===== src/rtl/regfile_wb_arbiter.sv =====
// Write-back arbiter: merges ALU results and FIFO-buffered LSU results onto the single
// register-file write port. Optional starvation guard enabled by REGFILE_WB_STARVE_GUARD_EN.
module regfile_wb_arbiter #(
  parameter int unsigned DEPTH      = 4,
  parameter int unsigned STARVE_MAX = 8
) (
  input  logic        clk,
  input  logic        rst_n,
  input  logic        alu_valid_i,
  input  logic [4:0]  alu_rd_i,
  input  logic [31:0] alu_data_i,
  output logic        alu_hold_o,
  input  logic        lsu_valid_i,
  output logic        lsu_ready_o,
  input  logic [4:0]  lsu_rd_i,
  input  logic [31:0] lsu_data_i,
  output logic        we_o,
  output logic [4:0]  rd_o,
  output logic [31:0] wr_rd_o,
  output logic [31:0] pend_mask_o,
  output logic        ovf_err_o
);

  localparam int unsigned AW = $clog2(DEPTH);
  localparam int unsigned CW = AW + 1;

  if (DEPTH < 2 || (DEPTH & (DEPTH - 1)) != 0) begin : g_bad_depth
    $error("DEPTH must be a power of two, at least 2");
  end
  if (STARVE_MAX < 1 || STARVE_MAX > 255) begin : g_bad_starve
    $error("STARVE_MAX must be in 1..255");
  end

  logic [4:0]    mem_rd_q   [DEPTH];
  logic [31:0]   mem_data_q [DEPTH];
  logic [AW-1:0] rd_ptr_q, rd_ptr_d;
  logic [AW-1:0] wr_ptr_q, wr_ptr_d;
  logic [CW-1:0] count_q, count_d;
  logic          we_q, we_d;
  logic [4:0]    rd_q, rd_d;
  logic [31:0]   wr_rd_q, wr_rd_d;
  logic          empty, full, push, pop, alu_sel;
  logic [31:0]   pend_mask;

  assign empty       = (count_q == '0);
  assign full        = (count_q == CW'(DEPTH));
  assign lsu_ready_o = !full;
  assign push        = lsu_valid_i && !full;

  // A held ALU is never selected; its result (if any) is dropped.
  assign alu_sel = alu_valid_i && !alu_hold_o;
  assign pop     = !empty && (alu_hold_o || !alu_valid_i);

  always_comb begin
    rd_ptr_d = rd_ptr_q;
    wr_ptr_d = wr_ptr_q;
    count_d  = count_q;
    we_d     = 1'b0;
    rd_d     = rd_q;
    wr_rd_d  = wr_rd_q;
    if (push) begin
      wr_ptr_d = wr_ptr_q + AW'(1);
    end
    if (pop) begin
      rd_ptr_d = rd_ptr_q + AW'(1);
    end
    if (push && !pop) begin
      count_d = count_q + CW'(1);
    end else if (pop && !push) begin
      count_d = count_q - CW'(1);
    end
    if (pop) begin
      we_d    = (mem_rd_q[rd_ptr_q] != 5'd0);
      rd_d    = mem_rd_q[rd_ptr_q];
      wr_rd_d = mem_data_q[rd_ptr_q];
    end else if (alu_sel) begin
      we_d    = (alu_rd_i != 5'd0);
      rd_d    = alu_rd_i;
      wr_rd_d = alu_data_i;
    end
  end

  always_ff @(posedge clk or negedge rst_n) begin
    if (!rst_n) begin
      rd_ptr_q <= '0;
      wr_ptr_q <= '0;
      count_q  <= '0;
      we_q     <= 1'b0;
      rd_q     <= '0;
      wr_rd_q  <= '0;
    end else begin
      rd_ptr_q <= rd_ptr_d;
      wr_ptr_q <= wr_ptr_d;
      count_q  <= count_d;
      we_q     <= we_d;
      rd_q     <= rd_d;
      wr_rd_q  <= wr_rd_d;
    end
  end

  // Storage needs no reset: only entries covered by count_q are ever read.
  always_ff @(posedge clk) begin
    if (push) begin
      mem_rd_q[wr_ptr_q]   <= lsu_rd_i;
      mem_data_q[wr_ptr_q] <= lsu_data_i;
    end
  end

  always_comb begin
    pend_mask = '0;
    for (int unsigned i = 0; i < DEPTH; i++) begin
      if (CW'(i) < count_q) begin
        pend_mask = pend_mask | (32'd1 << mem_rd_q[rd_ptr_q + AW'(i)]);
      end
    end
  end

  assign pend_mask_o = {pend_mask[31:1], 1'b0};
  assign we_o        = we_q;
  assign rd_o        = rd_q;
  assign wr_rd_o     = wr_rd_q;

`ifdef REGFILE_WB_STARVE_GUARD_EN
  logic [7:0] wait_cnt_q, wait_cnt_d;
  logic       ovf_err_q, ovf_err_d;

  assign alu_hold_o = (wait_cnt_q == 8'(STARVE_MAX)) && !empty;

  always_comb begin
    wait_cnt_d = wait_cnt_q;
    ovf_err_d  = ovf_err_q;
    if (pop || empty) begin
      wait_cnt_d = '0;
    end else if (wait_cnt_q != 8'(STARVE_MAX)) begin
      wait_cnt_d = wait_cnt_q + 8'd1;
    end
    if (alu_valid_i && alu_hold_o) begin
      ovf_err_d = 1'b1;
    end
  end

  always_ff @(posedge clk or negedge rst_n) begin
    if (!rst_n) begin
      wait_cnt_q <= '0;
      ovf_err_q  <= 1'b0;
    end else begin
      wait_cnt_q <= wait_cnt_d;
      ovf_err_q  <= ovf_err_d;
    end
  end

  assign ovf_err_o = ovf_err_q;
`else
  assign alu_hold_o = 1'b0;
  assign ovf_err_o  = 1'b0;
`endif

endmodule


===== config.mk =====
export PLATFORM = sky130hd
export DESIGN_NAME = regfile_wb_arbiter
export DESIGN_NICKNAME = d
export VERILOG_FILES = /design/src/rtl/regfile_wb_arbiter.sv
export SDC_FILE = /design/constraint.sdc
export NUM_CORES = 1
export LEC_CHECK = 0
export BUFFER_PORTS_ARGS = -buffer_cell sky130_fd_sc_hd__buf_2
export CORE_ASPECT_RATIO = 0.7
export CORE_MARGIN = 2
export CORE_UTILIZATION = 43
export DETAILED_ROUTE_END_ITERATION = 16
export SLEW_MARGIN = 15
export SYNTH_ARGS = -nofsm -noshare
export SYNTH_HDL_FRONTEND = slang
export SYNTH_SLANG_ARGS = --single-unit

===== constraint.sdc =====
create_clock -name clk -period 3.4 [get_ports clk]
set_input_delay 0.68 -clock clk [delete_from_list [all_inputs] [get_ports clk]]
set_output_delay 0.68 -clock clk [all_outputs]
set_load 0.005 [all_outputs]

==> results.py <==
metrics = {
    "grt": {
        "first_global_vias": 6274,
        "antenna_found_initial": 4,
        "grt_overflow": 0,
        "grt_pass1_wl_um": 37000,
        "grt_start_max_net_pins": 77,
        "grtUsageTotal_pct": 22.1,
    },
    "power_and_ir_drop": {
        "vdd_ir_drop_max_uv": 407,
        "p_per_area_nw_per_um2": 939,
        "p_leak_nw": 4.31,
    },
    "synth": {
        "ys_seq_elements": 193,
        "yosysWarningCount": 0,
        "async_flop_share_pct": 23.3,
        "synth-seq-area-share_pct": 60.3,
        "synth_edf_count": 148,
        "synthFlopType": "edfxtp_1",
        "synthCells": 643,
        "syn_area_um2": 9240,
        "syn_area_per_cell_um2": 14.4,
        "ys_types": 49,
    },
    "sta": {
        "fmax_mhz": 301,
        "setup_viol": 0,
        "drv_slew": 0,
        "hold_viol": 0,
        "layout_min_cycle_time_ps": 3320,
        "finClkSkew_ps": 13.6,
        "tightestPinTransition_ps": 832,
        "period_share_pct": 97.7,
        "slew-limit-headroom_pct": 44.6,
        "rsz0062_at_grt": "false",
        "final.setup.tns_ps": 0,
    },
    "worst_setup_path": {
        "ff2ff_path_depth": 7,
        "r2r_start": "count_q[2]",
        "r2r_slack_ps": 1020,
        "critPathRequiredTime_ps": 2720,
        "arrival_ps": 2640,
        "end_kind": "output port",
        "endpoint": "pend_mask_o[26]",
        "timing.rr.end": "count_q[2]",
        "start_kind": "register",
        "crit_type": "reg -> out",
        "crit_start": "rd_ptr_q[1]",
        "worstPathMaxFanout": 21,
    },
    "cts": {
        "max-clock-path-buffers": 2,
        "cts_hold_buf": 0,
        "worst_setup_hold_path_clk_slew_ps": 70,
        "cts_made_buffers": 17,
        "cts-root-buf": "clkbuf_16",
        "insertion_delay_ps": 420,
        "cts_tree": "built",
        "clock_sinks": 193,
        "h-tree-depth": 4,
    },
    "detailed_routing": {
        "wl_um": 24300,
        "vias": 6330,
        "ant_nets": 0,
        "drc_errors": 0,
        "drt_first_iter_violations": 630,
        "first_pass_iters": 7,
        "viasPerCell": 5.86,
        "wl_per_cell_um": 22.5,
    },
    "floorplan": {
        "core.rowCount": 44,
        "io_pins": 151,
        "initial_core_util_pct": 44.2,
        "core_um2": 20900,
        "dieHeight_um": 127,
        "fp.dieW_um": 179,
        "dieArea_um2": 22700,
    },
    "run_status": {
        "status": "complete, no violations",
    },
    "place": {
        "portBuffers": 147,
        "dpl_cell_area_um2": 10200,
        "dp.cells": 1043,
        "hpwl_um": 16900,
        "place.gp.congestion": 0.933,
    },
    "layout": {
        "nFillCells": 1806,
        "area_growth_pct": 17.4,
        "layout_common_cells": "edfxtp_1 (148), buf_2 (147), nand3_1 (89)",
        "final_layout_size_suffix_gt1_share_pct": 34.3,
        "final_common_cell": "edfxtp_1",
        "final_area_um2": 10800,
        "final_nets": 875,
        "stdcell_count": 1080,
    },
    "job": {
        "maxCapViolCount": 0,
    },
    "min_path": {
        "hold_path.class": "in -> async",
    },
}
-- power by group --
group / switching (mW) / internal (mW) / total (mW)
sequential: 0.294 / 3.15 / 3.44
combinational: 2.95 / 1.90 / 4.85
clock: 0.917 / 0.981 / 1.90
-- per-stage QoR --
| stage | power (mW) | worst slack, ps | util (%) | hold WS, ps |
|---|---|---|---|---|
| after global placement | 8.19 | 356 | 48.9 | 544 |
| after floorplan | 6.54 | 981 | - | 384 |
| final | 10.2 | 77.1 | 51.9 | 364 |
| after detailed placement | 8.16 | 383 | 48.9 | 552 |
| after global routing | 10.7 | 11.0 | 51.8 | 406 |
| after CTS | 10.1 | 12.8 | 51.6 | 378 |
-- layer usage --
layer / global-route usage [%] / up-vias / share of wire, %
li1: - / 2812 / -
met1: 33.6 / 3143 / 46
met2: 29.9 / 336 / 41
met3: 8.60 / 37 / 12
met4: 4.65 / 2 / 1.2
met5: 0 / - / 0.053
-- cells in the mapped netlist, types with 2 or more instances --
library cell,n,area [um^2]
nor2_1,15,56.3
ha_1,9,113
clkbuf_1,17,63.8
nor2_2,3,18.8
inv_1,4,15.0
a21oi_1,3,15.0
edfxtp_1,148,4440
and2_4,2,17.5
nand4b_1,3,26.3
and2b_1,2,15.0
buf_4,10,75.1
xnor2_1,5,43.8
nor4b_4,2,47.6
nand4_1,21,131
buf_2,15,75.1
nand3b_1,2,15.0
mux2i_1,38,380
and3_1,5,31.3
a32oi_1,14,123
mux4_1,5,131
nand2_1,49,184
dfrtp_1,45,1130
nand3_1,89,445
and4b_1,2,20.0
o21ai_0,40,200
mux4_2,47,1060
and2_1,7,43.8
buf_6,4,45.0
nor2b_1,17,106
-- repair_timing --
action	CTS	global route
endpoints found under the setup margin	7	26
setup buffers	0	2
gates resized for setup	2	5
-- critical path, cell delays in order, from the launching register on --
cell and delay [ps]:
dfrtp_4 610, mux4_2 630, nor2b_1 460, nand3_1 240, nand3_1 150, buf_2 130
-- sequential cells by signal, indices dropped and copies added (netlist names) --
register    flops
rd_o            5
wr_rd_o        32
count_q         3
rd_ptr_q        2
we_o            1
wr_ptr_q        2
mem_rd_q       20
mem_data_q    128
-- how the worst min path moves through the flow --
stage | cells after the start | slack [ps] | to
after floorplan | 0 | 380 | count_q[0]
after global placement | 2 | 540 | wr_rd_o[10]
after detailed placement | 2 | 550 | wr_rd_o[16]
after CTS | 1 | 380 | wr_rd_o[9]
after global routing | 1 | 410 | wr_rd_o[9]
final | 1 | 360 | wr_rd_o[5]
-- area by class of cell --
type / count / area (um^2) / share of cell area, %
Multi-Input combinational cell: 398 / 3380 / 31.2
Timing Repair Buffer: 173 / 947 / 8.73
Inverter: 5 / 18.8 / 0.173
Antenna cell: 3 / 7.51 / 0.0692
Clock inverter: 14 / 139 / 1.28
Sequential cell: 193 / 5580 / 51.4
Clock buffer: 18 / 429 / 3.96
Tap cell: 276 / 345 / 3.18
-- cell families (layout without fill, tap and decap cells) --
family	count (synthesis)	count (layout)	share of synthesized area, %
flip-flops	193	193	60.3
buffers and inverters	54	210	3.32
XOR/XNOR	6	6	0.569
adder cells (fa/ha/maj)	9	9	1.22
AND/OR/NAND/NOR	227	227	13.3
AO/OA/AOI/OAI	63	63	4.25
other	1	6	0.0406
multiplexers	90	90	17.0
(Power assumes the default switching activity.)
